`config.mk`:
```
export PLATFORM = sky130hd
export DESIGN_NAME = hilo_ctrl
export DESIGN_NICKNAME = d
export VERILOG_FILES = /design/src/rtl/hilo_ctrl_pkg.sv /design/src/rtl/hilo_regs.sv /design/src/rtl/hilo_ctrl.sv
export SDC_FILE = /design/constraint.sdc
export NUM_CORES = 1
export LEC_CHECK = 0
export CAP_MARGIN = 40
export CORE_ASPECT_RATIO = 1.75
export CORE_UTILIZATION = 38
export DETAILED_ROUTE_END_ITERATION = 10
export PLACE_DENSITY = 0.73
export SETUP_SLACK_MARGIN = 0.3
export SYNTH_ARGS = -nofsm -noshare
export SYNTH_HDL_FRONTEND = slang
export SYNTH_SLANG_ARGS = --single-unit
```
`constraint.sdc`:
```
create_clock -name clk -period 12 [get_ports clk]
set_input_delay 1.2 -clock clk [delete_from_list [all_inputs] [get_ports clk]]
set_output_delay 1.2 -clock clk [all_outputs]
set_load 0.05 [all_outputs]
```
`src/rtl/hilo_ctrl_pkg.sv`:
```
// Shared definitions for the HI/LO sequencer: widths, op codes, FSM states.
package hilo_ctrl_pkg;

  localparam int unsigned DATA_W               = 32;
  localparam int unsigned OP_W                 = 3;
  localparam int unsigned HILO_TIMEOUT_DEFAULT = 64;

  localparam logic [OP_W-1:0] OP_NOP  = 3'd0;
  localparam logic [OP_W-1:0] OP_MULT = 3'd1;
  localparam logic [OP_W-1:0] OP_DIV  = 3'd2;
  localparam logic [OP_W-1:0] OP_MTHI = 3'd3;
  localparam logic [OP_W-1:0] OP_MTLO = 3'd4;

  typedef enum logic [1:0] {
    ST_IDLE  = 2'd0,
    ST_CLR   = 2'd1,
    ST_START = 2'd2,
    ST_WAIT  = 2'd3
  } state_e;

endpackage

```
`src/rtl/hilo_regs.sv`:
```
// Architectural HI/LO register pair with independent write enables.
module hilo_regs
  import hilo_ctrl_pkg::*;
(
  input  logic              clk,
  input  logic              reset,
  input  logic              we_hi,
  input  logic              we_lo,
  input  logic [DATA_W-1:0] hi_wdata,
  input  logic [DATA_W-1:0] lo_wdata,
  output logic [DATA_W-1:0] hi_out,
  output logic [DATA_W-1:0] lo_out
);

  logic [DATA_W-1:0] hi_d, hi_q;
  logic [DATA_W-1:0] lo_d, lo_q;

  always_comb begin
    hi_d = we_hi ? hi_wdata : hi_q;
    lo_d = we_lo ? lo_wdata : lo_q;
  end

  always_ff @(posedge clk or posedge reset) begin
    if (reset) begin
      hi_q <= '0;
      lo_q <= '0;
    end else begin
      hi_q <= hi_d;
      lo_q <= lo_d;
    end
  end

  assign hi_out = hi_q;
  assign lo_out = lo_q;

endmodule

```
`src/rtl/hilo_ctrl.sv`:
```
// Sequencer between decode/execute and the multiply/divide engines; owns HI/LO,
// stalls the pipe via busy and flags divide-by-zero and engine hangs.
module hilo_ctrl
  import hilo_ctrl_pkg::*;
#(
  parameter int unsigned TIMEOUT_CYCLES = HILO_TIMEOUT_DEFAULT,
  parameter int unsigned CNT_W          = 7
) (
  input  logic              clk,
  input  logic              reset,
  input  logic              op_valid,
  input  logic [OP_W-1:0]   op_code,
  input  logic [DATA_W-1:0] rs_val,
  input  logic [DATA_W-1:0] rt_val,
  output logic              busy,
  output logic [DATA_W-1:0] hi_out,
  output logic [DATA_W-1:0] lo_out,
  output logic              op_done,
  output logic              div_zero,
  output logic              op_timeout,
  output logic              eng_clr,
  output logic              mult_start,
  output logic              div_start,
  output logic [DATA_W-1:0] eng_a,
  output logic [DATA_W-1:0] eng_b,
  input  logic              mult_done,
  input  logic              div_done,
  input  logic [DATA_W-1:0] mult_hi,
  input  logic [DATA_W-1:0] mult_lo,
  input  logic [DATA_W-1:0] div_hi,
  input  logic [DATA_W-1:0] div_lo
);

  state_e            state_q, state_d;
  logic [CNT_W-1:0]  cnt_q, cnt_d;
  logic              sel_div_q, sel_div_d;
  logic [DATA_W-1:0] eng_a_q, eng_a_d;
  logic [DATA_W-1:0] eng_b_q, eng_b_d;
  logic              busy_q, busy_d;
  logic              op_done_q, op_done_d;
  logic              div_zero_q, div_zero_d;
  logic              op_timeout_q, op_timeout_d;
  logic              eng_clr_q, eng_clr_d;
  logic              mult_start_q, mult_start_d;
  logic              div_start_q, div_start_d;

  logic              we_hi, we_lo;
  logic [DATA_W-1:0] hi_wdata, lo_wdata;
  logic              accept_eng;
  logic              sel_done;
  logic              timeout_hit;

  // A DIV with a zero divisor is rejected in IDLE and never reaches an engine.
  assign accept_eng  = op_valid && ((op_code == OP_MULT) ||
                                    ((op_code == OP_DIV) && (rt_val != '0)));
  assign sel_done    = sel_div_q ? div_done : mult_done;
  assign timeout_hit = (cnt_q == CNT_W'(TIMEOUT_CYCLES - 1));

  // State register
  always_ff @(posedge clk or posedge reset) begin
    if (reset) state_q <= ST_IDLE;
    else       state_q <= state_d;
  end

  // Next-state logic; a done seen in the last WAIT cycle beats the timeout
  always_comb begin
    state_d = state_q;
    unique case (state_q)
      ST_IDLE:  if (accept_eng) state_d = ST_CLR;
      ST_CLR:   state_d = ST_START;
      ST_START: state_d = ST_WAIT;
      ST_WAIT:  if (sel_done || timeout_hit) state_d = ST_IDLE;
      default:  state_d = ST_IDLE;
    endcase
  end

  // Output/datapath next values; pulses are decoded from the next state so they leave a flop
  always_comb begin
    eng_a_d      = eng_a_q;
    eng_b_d      = eng_b_q;
    sel_div_d    = sel_div_q;
    cnt_d        = cnt_q;
    op_done_d    = 1'b0;
    div_zero_d   = 1'b0;
    op_timeout_d = 1'b0;
    we_hi        = 1'b0;
    we_lo        = 1'b0;
    hi_wdata     = rs_val;
    lo_wdata     = rs_val;

    unique case (state_q)
      ST_IDLE: begin
        if (op_valid) begin
          case (op_code)
            OP_MULT: begin
              eng_a_d   = rs_val;
              eng_b_d   = rt_val;
              sel_div_d = 1'b0;
            end
            OP_DIV: begin
              if (rt_val == '0) begin
                div_zero_d = 1'b1;
              end else begin
                eng_a_d   = rs_val;
                eng_b_d   = rt_val;
                sel_div_d = 1'b1;
              end
            end
            OP_MTHI: begin
              we_hi     = 1'b1;
              op_done_d = 1'b1;
            end
            OP_MTLO: begin
              we_lo     = 1'b1;
              op_done_d = 1'b1;
            end
            OP_NOP:  ;
            default: ;
          endcase
        end
      end
      ST_CLR:   ;
      ST_START: cnt_d = '0;
      ST_WAIT: begin
        if (sel_done) begin
          we_hi     = 1'b1;
          we_lo     = 1'b1;
          hi_wdata  = sel_div_q ? div_hi : mult_hi;
          lo_wdata  = sel_div_q ? div_lo : mult_lo;
          op_done_d = 1'b1;
        end else if (timeout_hit) begin
          op_timeout_d = 1'b1;
        end else begin
          cnt_d = cnt_q + CNT_W'(1);
        end
      end
      default: ;
    endcase

    busy_d       = (state_d != ST_IDLE);
    eng_clr_d    = (state_d == ST_CLR);
    mult_start_d = (state_d == ST_START) && !sel_div_d;
    div_start_d  = (state_d == ST_START) &&  sel_div_d;
  end

  always_ff @(posedge clk or posedge reset) begin
    if (reset) begin
      cnt_q        <= '0;
      sel_div_q    <= 1'b0;
      eng_a_q      <= '0;
      eng_b_q      <= '0;
      busy_q       <= 1'b0;
      op_done_q    <= 1'b0;
      div_zero_q   <= 1'b0;
      op_timeout_q <= 1'b0;
      eng_clr_q    <= 1'b0;
      mult_start_q <= 1'b0;
      div_start_q  <= 1'b0;
    end else begin
      cnt_q        <= cnt_d;
      sel_div_q    <= sel_div_d;
      eng_a_q      <= eng_a_d;
      eng_b_q      <= eng_b_d;
      busy_q       <= busy_d;
      op_done_q    <= op_done_d;
      div_zero_q   <= div_zero_d;
      op_timeout_q <= op_timeout_d;
      eng_clr_q    <= eng_clr_d;
      mult_start_q <= mult_start_d;
      div_start_q  <= div_start_d;
    end
  end

  hilo_regs u_regs (
    .clk      (clk),
    .reset    (reset),
    .we_hi    (we_hi),
    .we_lo    (we_lo),
    .hi_wdata (hi_wdata),
    .lo_wdata (lo_wdata),
    .hi_out   (hi_out),
    .lo_out   (lo_out)
  );

  assign busy       = busy_q;
  assign op_done    = op_done_q;
  assign div_zero   = div_zero_q;
  assign op_timeout = op_timeout_q;
  assign eng_clr    = eng_clr_q;
  assign mult_start = mult_start_q;
  assign div_start  = div_start_q;
  assign eng_a      = eng_a_q;
  assign eng_b      = eng_b_q;

endmodule

```
==> results.toml <==
[run_status]
outcome = "finished clean"

[yosys]
synthDominantCellAreaShare = 0.470
synth.most_common_cell = "dfrtp_1"
yosys_most_used_dff = "dfrtp_1"
synth.area.top_cells = "dfrtp_1, mux2i_1, mux2_2"
ys_seq_area_frac = 0.470
syn-num-nets = 947
yosys-top-cells-count = "dfrtp_1, a21oi_1, mux2i_1"
synth.avg_cell_area_um2 = 10.4
synthArstFlopShare = 1.00
synth_edf_count = 0
postSynthCellCount = 742
synth_seq_cells = 145
ys_types = 43
syn-cell-area_um2 = 7720
ys_warn_count = 0
yosysTopAreaCell = "dfrtp_1"

[worst_setup_path]
start_kind = "primary input"
critPathMaxFanout = 32
arrival_ns = 3.85
regToRegSetupSlack_ns = 8.83
crit_buf_inv = 2
r2r_cells = 8
cp_slowest_cell = "and2_2"
crit_required_ns = 12.30
reg2reg_to = "u_regs.hi_out[2]"
worstReg2RegStart = "state_q[0]"
crit_type = "primary input to flip-flop"
endpoint_kind = "flip-flop"
max_stage_delay_ns = 0.60
path_cells = "clkdlybuf4s50_1, and3b_1, and2_2, a21oi_2, nor2_4, buf_16, mux2_2"
crit_family = "simple AND/OR/NAND/NOR gates"

[clock_tree]
cts_setup_buffers = 0
numCtsBuffers = 17
holdBufCountCts = 0
clock-root-buffer = "clkbuf_16"
clockBufferDepth = 2
cts_tree = "yes"
cts_max_level = 4
cts_resized = 0
cts_sinks = 145
path_clk_slew_ns = 0.06
clk_latency_ns = 0.42

[grt]
grt_pass1_wl_um = 38500
antenna_found_initial = 0
grt-ovfl-total = 0
grt_max_degree = 81
grt_pass1_vias = 6978
track_usage = 0.244

[worst_hold_path]
hold_path_startpoint = "cnt_q[6]"
hold_path_end = "op_timeout"
hold_path.class = "flip-flop to flip-flop"
holdPathStages = 1

[floorplanning]
initial_core_util = 0.390
core_region_area_um2 = 19800
ioPinCount = 335
dieWidth_um = 110
rows = 68
die_h_um = 191
dieArea_um2 = 20900

[place]
hpwlAfterDp_um = 18500
port_buffers = 334
dp_slack_ns = 7.94
gp_congestion = 0.776

[timing]
setup_violations = 0
max_clock_freq_mhz = 281
period_needed_ns = 3.55
fin_crit_sh = 0.296
finalClockSkew_ns = 0.0104
max-slew-margin-rel = 0.517
hold_slack_ns = 0.480
slew_violations = 0
fin_setup_tns_ns = 0
setup_ws_ns = 8.45
hold_viol = 0
worst_pin_slew_ns = 0.724
rsz0062_at_grt = "no"

[detailed_routing]
drt_iter0_markers = 310
ant_nets = 0
post_drt_wl_per_cell_um = 19.3
vias_per_cell = 5.39
vias = 7045
totalWireLength_um = 25100
firstDrtPassIters = 5
drc = 0

[pwr]
power_density_nw_per_um2 = 290
irDropWorstVdd_mv = 0.175
p_leak_uw = 0.00507

[layout]
fin_nets = 1253
diodes = 0
fill_cells = 1696
drive_gt1_frac = 0.103
area_growth_pct = 54.2

[run]
max_cap_violations = 0
-- routing by layer --
metal	routed length [µm]	up-vias	part of all wire	track usage
li1	-	3347	-	-
met1	9230	3396	0.37	0.282
met2	13900	260	0.55	0.441
met3	1410	42	0.056	0.0414
met4	652	0	0.026	0.0877
met5	0	-	0	0
-- final cells by class --
cell class,instances,area [µm²],area share
clock buffers,19,443,0.0372
clock inverters,13,163,0.0137
inverters,6,27.5,0.00231
flip-flops and latches,145,3630,0.305
multi-input cells,530,3800,0.319
repair buffers,348,3540,0.297
well taps,245,307,0.0257
-- worst register-to-register path, stage by stage, from the launching register on --
cell and delay (ns):
dfrtp_1 0.42, inv_1 0.15, ha_1 0.37, and3b_1 0.28
and2_2 0.60, a21oi_2 0.16, nor2_4 0.46, buf_16 0.24
mux2_2 0.37
-- state kept, by name, indices dropped and copies added, names as in the netlist --
signal / flops
op_timeout: 1
mult_start: 1
op_done: 1
eng_a: 32
u_regs.lo_out: 32
u_regs.hi_out: 32
state_q: 2
div_zero: 1
eng_b: 32
busy: 1
div_start: 1
sel_div_q: 1
cnt_q: 7
eng_clr: 1
-- cell families after synthesis --
group           share of synthesized area
xor+xnor                          0.00113
compound gates                      0.179
simple gates                        0.121
fa+ha+maj                         0.00810
buf+inv                            0.0428
flops                               0.470
mux                                 0.179
-- how the worst max path moves through the flow --
stage          cells past startpoint       start           endpoint  slack (ns)
2_1_floorplan                      1       reset               busy        6.91
3_3_place_gp                       6  op_code[2]   u_regs.hi_out[8]        7.76
3_5_place_dp                       7  op_code[2]  u_regs.hi_out[13]        7.94
4_1_cts                            7  op_code[2]   u_regs.hi_out[2]        8.39
5_1_grt                            8  rt_val[25]            eng_clr        8.21
6_report                           7    op_valid   u_regs.hi_out[2]        8.45
-- power breakdown --
part | total (µW) | switching [µW] | internal [µW]
clock network | 547 | 214 | 332
registers | 895 | 172 | 722
logic | 2010 | 1250 | 762
-- stage by stage --
stage	utilization	area (µm²)	power, µW	std cells
2_1_floorplan	-	7720	2210	742
3_3_place_gp	0.563	11200	2870	1268
3_5_place_dp	0.570	11300	2920	1274
4_1_cts	0.601	11900	3480	1306
5_1_grt	0.601	11900	3610	1306
6_report	0.601	11900	3450	1306
-- placed cells by master (no fill, tap or decap), types with 5 or more instances in the layout --
cell type / instances
nand3_1: 13
nor4_1: 8
mux2_2: 49
a311o_1: 30
nand2b_1: 5
dfrtp_1: 144
ha_1: 5
nor2b_1: 30
nand2_1: 39
o21ai_0: 34
mux2i_1: 66
a22o_1: 33
buf_4: 8
a21oi_1: 99
nor2_1: 39
mux2_1: 15
clkbuf_16: 17
inv_1: 5
clkdlybuf4s50_1: 332
and3_1: 31
Note: power is estimated with default switching activity, not from simulation.
